## src/rtl/store_write_ctrl.sv

```systemverilog
// store_write_ctrl: issues one aligned, byte-enabled 32-bit store to data memory,
// waits for i_mem_ack (bounded by TIMEOUT_CYC) and reports o_done or o_err.
// Optional build macro: MISALIGN_TRAP_EN -- when defined, misaligned half/word
// stores are rejected to ERR without a write; when undefined, the offending low
// address bits are ignored and the store proceeds.
//
// Handshake: a request is accepted only when i_req is high at a rising edge in
// IDLE (o_busy low); i_mem_ack is a level sampled only while o_mem_we is high, and
// a single high sample completes the store. Requests and acks elsewhere are dropped.
module store_write_ctrl #(
  parameter int ADDR_W      = 32,
  parameter int TIMEOUT_CYC = 16,
  parameter int CNT_W       = 8
) (
  input  logic              i_clk,
  input  logic              i_rst_n,
  input  logic              i_req,
  input  logic [ADDR_W-1:0] i_addr,
  input  logic [31:0]       i_wdata,
  input  logic [1:0]        i_size,
  output logic              o_busy,
  output logic              o_done,
  output logic              o_err,
  output logic              o_mem_we,
  output logic [ADDR_W-1:0] o_mem_addr,
  output logic [31:0]       o_mem_wdata,
  output logic [3:0]        o_mem_be,
  input  logic              i_mem_ack,
  output logic [1:0]        o_dbg_state
);

  typedef enum logic [1:0] {
    S_IDLE  = 2'd0,
    S_WRITE = 2'd1,
    S_DONE  = 2'd2,
    S_ERR   = 2'd3
  } state_e;

  // Last counter value allowed in WRITE before giving up (unused when TIMEOUT_CYC=0).
  localparam bit               TO_EN   = (TIMEOUT_CYC != 0);
  localparam logic [CNT_W-1:0] TO_LAST = CNT_W'((TIMEOUT_CYC == 0) ? 0 : TIMEOUT_CYC - 1);

  state_e            state_q, state_d;
  logic [CNT_W-1:0]  cnt_q, cnt_d;
  logic [ADDR_W-1:0] addr_q, addr_d;
  logic [31:0]       wdata_q, wdata_d;
  logic [3:0]        be_q, be_d;

  logic              req_legal;
  logic [3:0]        req_be;
  logic [31:0]       req_data;

  // Decode lane enables, replicated data and legality of the incoming request.
  always_comb begin
    req_legal = 1'b1;
    req_be    = 4'b0000;
    req_data  = 32'h0;
    case (i_size)
      2'b00: begin
        req_be   = 4'b0001 << i_addr[1:0];
        req_data = {4{i_wdata[7:0]}};
      end
      2'b01: begin
        req_be   = i_addr[1] ? 4'b1100 : 4'b0011;
        req_data = {2{i_wdata[15:0]}};
`ifdef MISALIGN_TRAP_EN
        if (i_addr[0]) req_legal = 1'b0;
`endif
      end
      2'b10: begin
        req_be   = 4'b1111;
        req_data = i_wdata;
`ifdef MISALIGN_TRAP_EN
        if (i_addr[1:0] != 2'b00) req_legal = 1'b0;
`endif
      end
      default: req_legal = 1'b0;
    endcase
  end

  // Next-state, counter and latched-store logic.
  always_comb begin
    state_d = state_q;
    cnt_d   = cnt_q;
    addr_d  = addr_q;
    wdata_d = wdata_q;
    be_d    = be_q;
    case (state_q)
      S_IDLE: begin
        if (i_req) begin
          addr_d  = {i_addr[ADDR_W-1:2], 2'b00};
          wdata_d = req_data;
          be_d    = req_be;
          cnt_d   = '0;
          state_d = req_legal ? S_WRITE : S_ERR;
        end
      end
      S_WRITE: begin
        // Ack has priority over a timeout landing in the same cycle.
        if (i_mem_ack) begin
          state_d = S_DONE;
        end else if (TO_EN && (cnt_q == TO_LAST)) begin
          state_d = S_ERR;
        end else if (cnt_q != '1) begin
          cnt_d = cnt_q + 1'b1;
        end
      end
      S_DONE:  state_d = S_IDLE;
      S_ERR:   state_d = S_IDLE;
      default: state_d = S_IDLE;
    endcase
  end

  // State register and registered Moore outputs decoded from the next state.
  always_ff @(posedge i_clk or negedge i_rst_n) begin
    if (!i_rst_n) begin
      state_q  <= S_IDLE;
      cnt_q    <= '0;
      o_busy   <= 1'b0;
      o_done   <= 1'b0;
      o_err    <= 1'b0;
      o_mem_we <= 1'b0;
    end else begin
      state_q  <= state_d;
      cnt_q    <= cnt_d;
      o_busy   <= (state_d != S_IDLE);
      o_done   <= (state_d == S_DONE);
      o_err    <= (state_d == S_ERR);
      o_mem_we <= (state_d == S_WRITE);
    end
  end

  // Latched store address/data/enables, held stable for the whole WRITE phase.
  always_ff @(posedge i_clk or negedge i_rst_n) begin
    if (!i_rst_n) begin
      addr_q  <= '0;
      wdata_q <= '0;
      be_q    <= '0;
    end else begin
      addr_q  <= addr_d;
      wdata_q <= wdata_d;
      be_q    <= be_d;
    end
  end

  assign o_mem_addr  = addr_q;
  assign o_mem_wdata = wdata_q;
  assign o_mem_be    = be_q;
  assign o_dbg_state = state_q;

endmodule

```

## config.mk

```make
export PLATFORM = sky130hd
export DESIGN_NAME = store_write_ctrl
export DESIGN_NICKNAME = d
export VERILOG_FILES = /design/src/rtl/store_write_ctrl.sv
export SDC_FILE = /design/constraint.sdc
export NUM_CORES = 1
export LEC_CHECK = 0
export CELL_PAD_IN_SITES_DETAIL_PLACEMENT = 2
export CELL_PAD_IN_SITES_GLOBAL_PLACEMENT = 2
export CORE_UTILIZATION = 27
export CTS_BUF_LIST = sky130_fd_sc_hd__clkbuf_8
export DETAILED_ROUTE_END_ITERATION = 6
export PLACE_DENSITY_LB_ADDON = 0.1
export SLEW_MARGIN = 20
export SYNTH_ARGS = -nofsm -noshare
export SYNTH_HDL_FRONTEND = slang
export SYNTH_SLANG_ARGS = --single-unit
```

## constraint.sdc

```tcl
create_clock -name i_clk -period 3.8 [get_ports i_clk]
set_input_delay 0.76 -clock i_clk [delete_from_list [all_inputs] [get_ports i_clk]]
set_output_delay 0.76 -clock i_clk [all_outputs]
set_load 0.005 [all_outputs]
```

==> results of run 1 <==
[state kept, by name (all words and copies together) (netlist names)]
register / count
o_err: 1
cnt_q: 8
o_mem_be: 4
o_busy: 1
o_dbg_state: 2
o_mem_addr: 30
o_mem_we: 1
o_mem_wdata: 32
o_done: 1
[report_power, final]
part | internal [uW] | switching, uW
logic | 806 | 594
clock network | 333 | 322
registers | 1190 | 207
[final cells by class]
cell class              count  area (sq um)  share of cell area (%)
flip-flops and latches     80          2000                    37.6
repair buffers            146          1450                    27.3
multi-input cells         280          1430                    27.0
well taps                 172           215                    4.05
clock buffers              11           151                    2.85
clock inverters             5          47.5                   0.894
inverters                   5          18.8                   0.353
[cells by family after synthesis]
group                      count (synthesis)
DFF                                       80
and+or+nand+nor                          184
other                                      1
AOI/OAI and AO/OA                         91
adders and majority gates                  1
buffers and inverters                     29
muxes                                      2
[stage by stage]
step | setup WS [ns] | utilization (%)
2_1_floorplan | 2.17 | -
3_3_place_gp | 1.24 | 40.1
3_5_place_dp | 1.16 | 40.1
4_1_cts | 1.54 | 41.6
5_1_grt | 1.45 | 41.6
6_report | 1.61 | 41.6
[cell usage in the layout, fill, tap and decap left out, drive strengths merged]
master	Yosys	layout
a21o	1	1
a2bb2oi	16	16
bufinv	0	1
dfrtp	80	80
o21ba	1	1
buf	20	6
nand2b	6	6
nand2	139	139
ha	1	1
and3	6	6
o22ai	1	1
clkdlybuf4s50	0	140
nor4	1	1
o21a	3	3
or2	1	1
a21oi	29	29
conb	1	2
and4	1	1
clkinv	0	2
and2	2	2
nor2b	10	10
clkbuf	4	11
mux2i	2	2
o21ai	30	30
nand3	8	8
nor3	1	1
a31oi	8	8
a21boi	1	1
nor2	9	9
a31o	1	1
inv	5	7
[per-layer routing]
metal	up-vias	share of wire, %	track usage [%]
met4	0	1.9	8.10
met2	87	48	31.7
met5	-	0	0
li1	1553	-	-
met3	13	7.3	6.95
met1	1645	42	23.0
[path summary, 6_finish.rpt]
kind | start | endpoint | slack (ns) | cells after the start
worst min-delay path | i_rst_n | o_busy | 0.42 | 1
min in group i_clk | o_mem_wdata[5] | o_mem_wdata[5] | 0.48 | 2
worst max register to register | o_dbg_state[0] | o_mem_be[0] | 1.93 | 4
max in group asynchronous | i_rst_n | o_mem_wdata[30] | 2.81 | 1
worst max-delay path | o_dbg_state[0] | o_dbg_state[0] | 1.61 | 1
worst min register to register | o_mem_wdata[5] | o_mem_wdata[5] | 0.48 | 2
==> flow_summary.ini, run 1 <==
[global_route]
grt.total_usage_pct = 19.3
grt_pass1_wl_um = 19400
grt_pass1_vias = 3699
antenna_found_initial = 0
gr-total-overflow = 0
grt_max_degree = 81

[route]
drt_pass1_iterations = 4
wl_um = 12100
drt_iter0_drc = 87
routed_via_density = 4.72
vias = 3298
wl_per_cell_um = 17.3
drtAntennaViolNets = 0
drcViolationCount = 0

[logic_synthesis]
synthSimpleGateAreaFrac_pct = 22.5
synth_xor_area_share_pct = 0
synthFlopType = dfrtp_1
synth_cells = 388
netlist_top_cells_count = 139 x nand2_1, 80 x dfrtp_1, 28 x a21oi_1
yosys.area.top_type = dfrtp_1
synth.top_cell.area_share_pct = 55.9
syn_avg_cell_area_sq_um = 9.23
synth-edff-count = 0
synth_fa_ha_area_share_pct = 0.349
syn-cell-area_sq_um = 3580
synth_top_family_by_area = simple AND/OR/NAND/NOR gates
ys_warn_count = 0
ys_seq_elements = 80
muxShareOfSynthArea_pct = 0.559
synth-compound-area-share_pct = 16.1
synth-seq-area-share_pct = 55.9
synth.most_common_cell = nand2_1
synthArstFlopShare_pct = 100
synth_cell_type_count = 38
synth_area_leaders = dfrtp_1 56%, nand2_1 15%, a21oi_1 3.9%

[floorplan]
rows = 41
die-area_sq_um = 13700
core_area_sq_um = 12800
pin_count = 144
die_w_um = 117
start_util_pct = 28.0
fp.dieH_um = 117

[finish]
drive_gt1_share_pct = 6.07
layoutNonFillerInstCount = 699
diodes = 0
syn_to_final_growth_pct = 48.5
fill_cells = 1421
final_net_count = 593
design_area_sq_um = 5320

[cts]
cts_buffers = 9
hold_buffers = 0
cts_resized = 0
insertion_delay_ns = 0.37
cts.sinks = 80
clk_pin_slew_worst_paths_ns = 0.08
cts.path.max_buffers = 2
cts_root_buffer = clkbuf_8
cts_setup_buffers = 0
cts_max_level = 3
cts_tree = yes

[place]
dp.cells = 683
port-buffer-count = 141
placed_cell_area_sq_um = 5120
hpwl_um = 8930
gp_routability_congestion = 0.769

[sta]
finalSetupViolCount = 0
worst_pin_slew_ns = 0.835
whs_ns = 0.415
fmax_mhz = 457
hold_viol_final = 0
period_minus_slack_ns = 2.19
rsz0062_at_grt = false
fin_tns_setup_ns = 0
fin_crit_sh_pct = 57.6
drv_slew = 0
worst_clock_skew_ns = 0.00811
max-slew-margin-rel_pct = 44.2

[critical_path]
path_cells = clkdlybuf4s50_1
slowest_delay_ns = 0.56
critPathMaxFanout = 7
endpoint_kind = output port
path_buf_inv = 1
path_delay_family = buffers and inverters
cp.required_ns = 3.04
cp.arrival_ns = 1.43
worstSetupStartpointType = register
crit_slowest_cell = clkdlybuf4s50_1
critPathKind = register to output port

[power]
p_leak_uw = 0.00241
total_power_uw = 3460
vdd_drop_max_mv = 0.267
p_per_area_nw_per_um2 = 650

[status]
outcome = finished, final reports clean

[hold_path]
hp-class = primary input to async pin

[run]
drv_cap = 0
Power figures use the tool's default switching activity.
==> inputs of run 2 (changes only) <==
- CORE_UTILIZATION: 27 -> 23
- clock period: 3.8 -> 1.8 ns (I/O delays scaled with it)
==> run 2 against run 1 <==
Effect of this change: non-clock buffer count is 12 higher; setup slack worse by 1.5 ns; utilization fell by 5.3 points; global-route usage shrank 3.1 points; critical path depth stayed put; flip-flop and latch count unchanged; final area rose by 4.0%; largest cell class unchanged; largest power group is now combinational cells.
==> flow_summary.ini, run 2 (synthesis gave the netlist of run 1 again) <==
[status]
outcome = finished, final reports clean

[sta]
fin_crit_sh_pct = 95.2
whs_ns = 0.480
setup_ws_ns = 0.0861
finalSetupViolCount = 0
fmax_mhz = 583
rsz0062_at_grt = false
period_minus_slack_ns = 1.71
hold_viol_final = 0
drv_slew = 0
worst_clock_skew_ns = 0.00753

[global_route]
antenna_found_initial = 2
gr-usage-met3_pct = 4.98
grt_max_degree = 39
use_met1_pct = 21.2
grt_pass1_vias = 3650
met2_usage_pct = 25.5
grt_pass1_wl_um = 20000
busiest_layer = met2
grt.total_usage_pct = 16.3
gr-total-overflow = 0

[hold_path]
hp-class = primary input to async pin

[critical_path]
path_buf_inv = 1
r2r_cells = 5
path_cells = clkdlybuf4s50_1
ff2ff_setup_slack_ns = 0.18
endpoint_kind = output port
crit-reg2reg-capture = cnt_q[1]
slowest_delay_ns = 0.53
critPathMaxFanout = 7
critPathKind = register to output port
rr_startpoint = cnt_q[0]
worstSetupStartpointType = register
crit_start = o_dbg_state[0]
cp.arrival_ns = 1.35
path_delay_family = buffers and inverters
crit_slowest_cell = clkdlybuf4s50_1
cp.required_ns = 1.44

[cts]
cts_root_buffer = clkbuf_8
cts.sinks = 80
cts_buffers = 9
insertion_delay_ns = 0.36
clk_pin_slew_worst_paths_ns = 0.08
cts_setup_buffers = 0
cts_max_level = 3
cts.path.max_buffers = 2
cts_tree = yes

[floorplan]
rows = 45
pin_count = 144
core_area_sq_um = 15200
die_w_um = 127
fp.dieH_um = 127
die-area_sq_um = 16100
start_util_pct = 23.6

[route]
routed_via_density = 4.51
wl_per_cell_um = 16.8
wl_um = 12200
drtAntennaViolNets = 0
drt_pass1_iterations = 4
drcViolationCount = 0
drt_iter0_drc = 120
vias = 3282

[place]
post-place-ws_ns = -0.000113
hpwl_um = 9340
gp_routability_congestion = 0.741
port-buffer-count = 141
placed_cell_area_sq_um = 5310

[finish]
design_area_sq_um = 5530
diodes = 0
final_net_count = 605
syn_to_final_growth_pct = 54.4
final_cell_mix = 140 x clkdlybuf4s50_1, 139 x nand2_1, 78 x dfrtp_1
layout.cells.most_common = clkdlybuf4s50_1
drive_gt1_share_pct = 8.53
largest_register_ffs = 32

[power]
p_per_area_nw_per_um2 = 1360
p_leak_uw = 0.00250
vdd_drop_max_mv = 0.480

[run]
drv_cap = 0
==> run 2: how the worst max path moves through the flow <==
stage | endpoint | slack (ns) | depth (start not counted)
floorplan | cnt_q[1] | 0.30 | 6
global placement | o_mem_wdata[26] | 0.03 | 6
detailed placement | o_mem_wdata[26] | -0.0001 | 6
CTS | o_dbg_state[0] | 0.05 | 1
global route | o_dbg_state[0] | 0.03 | 1
finish | o_dbg_state[0] | 0.09 | 1
==> run 2: report_power, final <==
part           leakage [uW]  switching (uW)  internal [uW]  total (uW)
registers           0.00101             472           2520        3000
clock network      0.000114             709            772        1480
logic               0.00138            1220           1810        3020
total               0.00250            2400           5110        7500
==> run 2: per-stage QoR <==
stage / instances / utilization (%) / total power [uW] / setup TNS [ns]
floorplan: 389 / - / 3980 / 0
global placement: 710 / 34.9 / 6030 / 0
detailed placement: 710 / 34.9 / 6140 / -0.000113
CTS: 727 / 36.4 / 7690 / 0
global route: 727 / 36.4 / 8110 / 0
finish: 727 / 36.4 / 7500 / 0
==> run 2: cell type report <==
| cell class | count | area (sq um) |
|---|---|---|
| Timing Repair Buffer | 158 | 1630 |
| Tap cell | 188 | 235 |
| Clock inverter | 7 | 87.6 |
| Fill cell | 1684 | 9670 |
| Multi-Input combinational cell | 280 | 1430 |
| Sequential cell | 80 | 2000 |
| Clock buffer | 9 | 124 |
| Inverter | 5 | 18.8 |
==> run 2: timing repair <==
action | CTS | global route
hold endpoints to repair | 29 | 0
setup endpoints to repair | 2 | 0
hold buffers | 1 | 0
resized for setup | 2 | 0
==> run 2: metal layers <==
metal / wire length [um] / up-vias / share of wire [%]
li1: - / 1572 / -
met1: 5540 / 1594 / 45
met2: 5610 / 97 / 46
met3: 855 / 15 / 7.0
met4: 184 / 4 / 1.5
met5: 19 / - / 0.16
==> inputs of run 3 (changes only) <==
- PLACE_DENSITY: unset -> 0.86
- PLACE_DENSITY_LB_ADDON: 0.1 -> unset
==> run 3 against run 2 <==
Effect of this change: setup slack got worse by 0.028 ns; sequential share of layout area rose by 0.14 points; hold slack got worse by 0.018 ns; maximum frequency fell by 1.6%; flip-flop and latch count did not move; non-clock buffer count rose by 1; register-to-register slack got worse by 0.02 ns; die area did not move; critical path type unchanged.
==> flow_summary.ini, run 3 (synthesis gave the netlist of run 1 again) <==
[route]
drtAntennaViolNets = 0
wl_per_cell_um = 17.4
routed_via_density = 4.66
drt_pass1_iterations = 5
drt_iter0_drc = 77
drcViolationCount = 0
vias = 3396
wl_um = 12700

[global_route]
grt.total_usage_pct = 17.0
grt_pass1_vias = 3919
grt_max_degree = 42
grt_pass1_wl_um = 20900
gr-total-overflow = 0
antenna_found_initial = 0

[finish]
largest_register_ffs = 32
final_net_count = 606
multi_input_area_sq_um = 1430
seq_area_sq_um = 2000
design_area_sq_um = 5510
layout.cells.most_common = clkdlybuf4s50_1
fill_cells = 1654
drive_gt1_share_pct = 8.70
syn_to_final_growth_pct = 53.8
final_cell_mix = 140 x clkdlybuf4s50_1, 139 x nand2_1, 78 x dfrtp_1
diodes = 0

[floorplan]
rows = 45
die-area_sq_um = 16100
pin_count = 144
die_w_um = 127
fp.dieH_um = 127
core_area_sq_um = 15200
start_util_pct = 23.6

[cts]
clk_pin_slew_worst_paths_ns = 0.09
cts_root_buffer = clkbuf_8
cts_max_level = 3
cts.sinks = 80
cts.path.max_buffers = 2
cts_tree = yes
insertion_delay_ns = 0.38
cts_buffers = 9

[sta]
hold_viol_final = 0
fin_crit_sh_pct = 96.8
finalSetupViolCount = 0
worst_clock_skew_ns = 0.0117
drv_slew = 0
rsz0062_at_grt = false
fmax_mhz = 574
fin_tns_setup_ns = 0
period_minus_slack_ns = 1.74

[critical_path]
path_delay_family = buffers and inverters
path_buf_inv = 1
cp.required_ns = 1.44
crit_slowest_cell = clkdlybuf4s50_1
path_cells = clkdlybuf4s50_1
slowest_delay_ns = 0.55
critPathKind = register to output port
endpoint_kind = output port
r2r_cells = 5
critPathMaxFanout = 7
cp.depth = 1
worstSetupStartpointType = register
cp.arrival_ns = 1.38

[place]
port-buffer-count = 141
gp_routability_congestion = 0.805
hpwl_um = 9660
placed_cell_area_sq_um = 5310

[power]
p_per_area_nw_per_um2 = 1350
vdd_drop_max_mv = 0.438
p_leak_uw = 0.00249

[run]
drv_cap = 0

[hold_path]
hp-class = primary input to async pin

[status]
outcome = finished, final reports clean
## run 3: changes by cell type in the layout (fill, tap and decap cells not counted)
cell        delta
clkinvlp_4     +2
buf_4          +1
bufinv_16      -1
clkinv_4       -1
nor2_2         +1
nor2_4         -1
## run 3: area by class of cell
type                    count  area share, %
flip-flops and latches     80           36.4
repair buffers            159           29.7
multi-input cells         280           25.9
well taps                 188           4.27
clock buffers               9           2.25
clock inverters             7           1.16
inverters                   5          0.341
## run 3: report_power, final
group | total, uW | switching, uW | leakage (uW) | internal, uW
Combinational | 3100 | 1280 | 0.00138 | 1820
Clock | 1340 | 714 | 0.0000962 | 628
Sequential | 3000 | 479 | 0.00101 | 2520
## run 3: layer usage
metal	track usage [%]	part of all wire (%)	up-vias
met5	0	0	-
met4	7.49	1.8	0
met3	2.99	3.3	13
met2	29.6	51	84
met1	20.5	44	1721
li1	-	-	1578
## run 3: final timing paths
path,slack (ns),endpoint,from
setup / recovery,0.06,o_dbg_state[0],o_dbg_state[0]
hold / removal,0.46,o_mem_wdata[24],i_rst_n
setup reg to reg,0.16,cnt_q[1],cnt_q[0]
hold reg to reg,0.49,o_mem_wdata[20],o_mem_wdata[20]
max in group asynchronous,0.74,o_dbg_state[0],i_rst_n
min in group i_clk,0.49,o_mem_wdata[20],o_mem_wdata[20]
## run 3: repair_timing
item,CTS,global route
hold buffers,1,0
resized for setup,2,0
endpoints found under the hold margin,27,0
setup buffers,0,0
endpoints found under the setup margin,2,0
## run 3: stage by stage
stage | hold WS [ns] | utilization, % | cells | setup WS [ns] | power (uW)
2_1_floorplan | 0.0644 | - | 389 | 0.300 | 3980
3_3_place_gp | 0.317 | 34.9 | 711 | 0.0329 | 5990
3_5_place_dp | 0.329 | 34.9 | 711 | -0.155 | 6190
4_1_cts | 0.457 | 36.2 | 728 | 0.0244 | 7580
5_1_grt | 0.474 | 36.2 | 728 | 0.0116 | 7970
6_report | 0.463 | 36.2 | 728 | 0.0582 | 7440
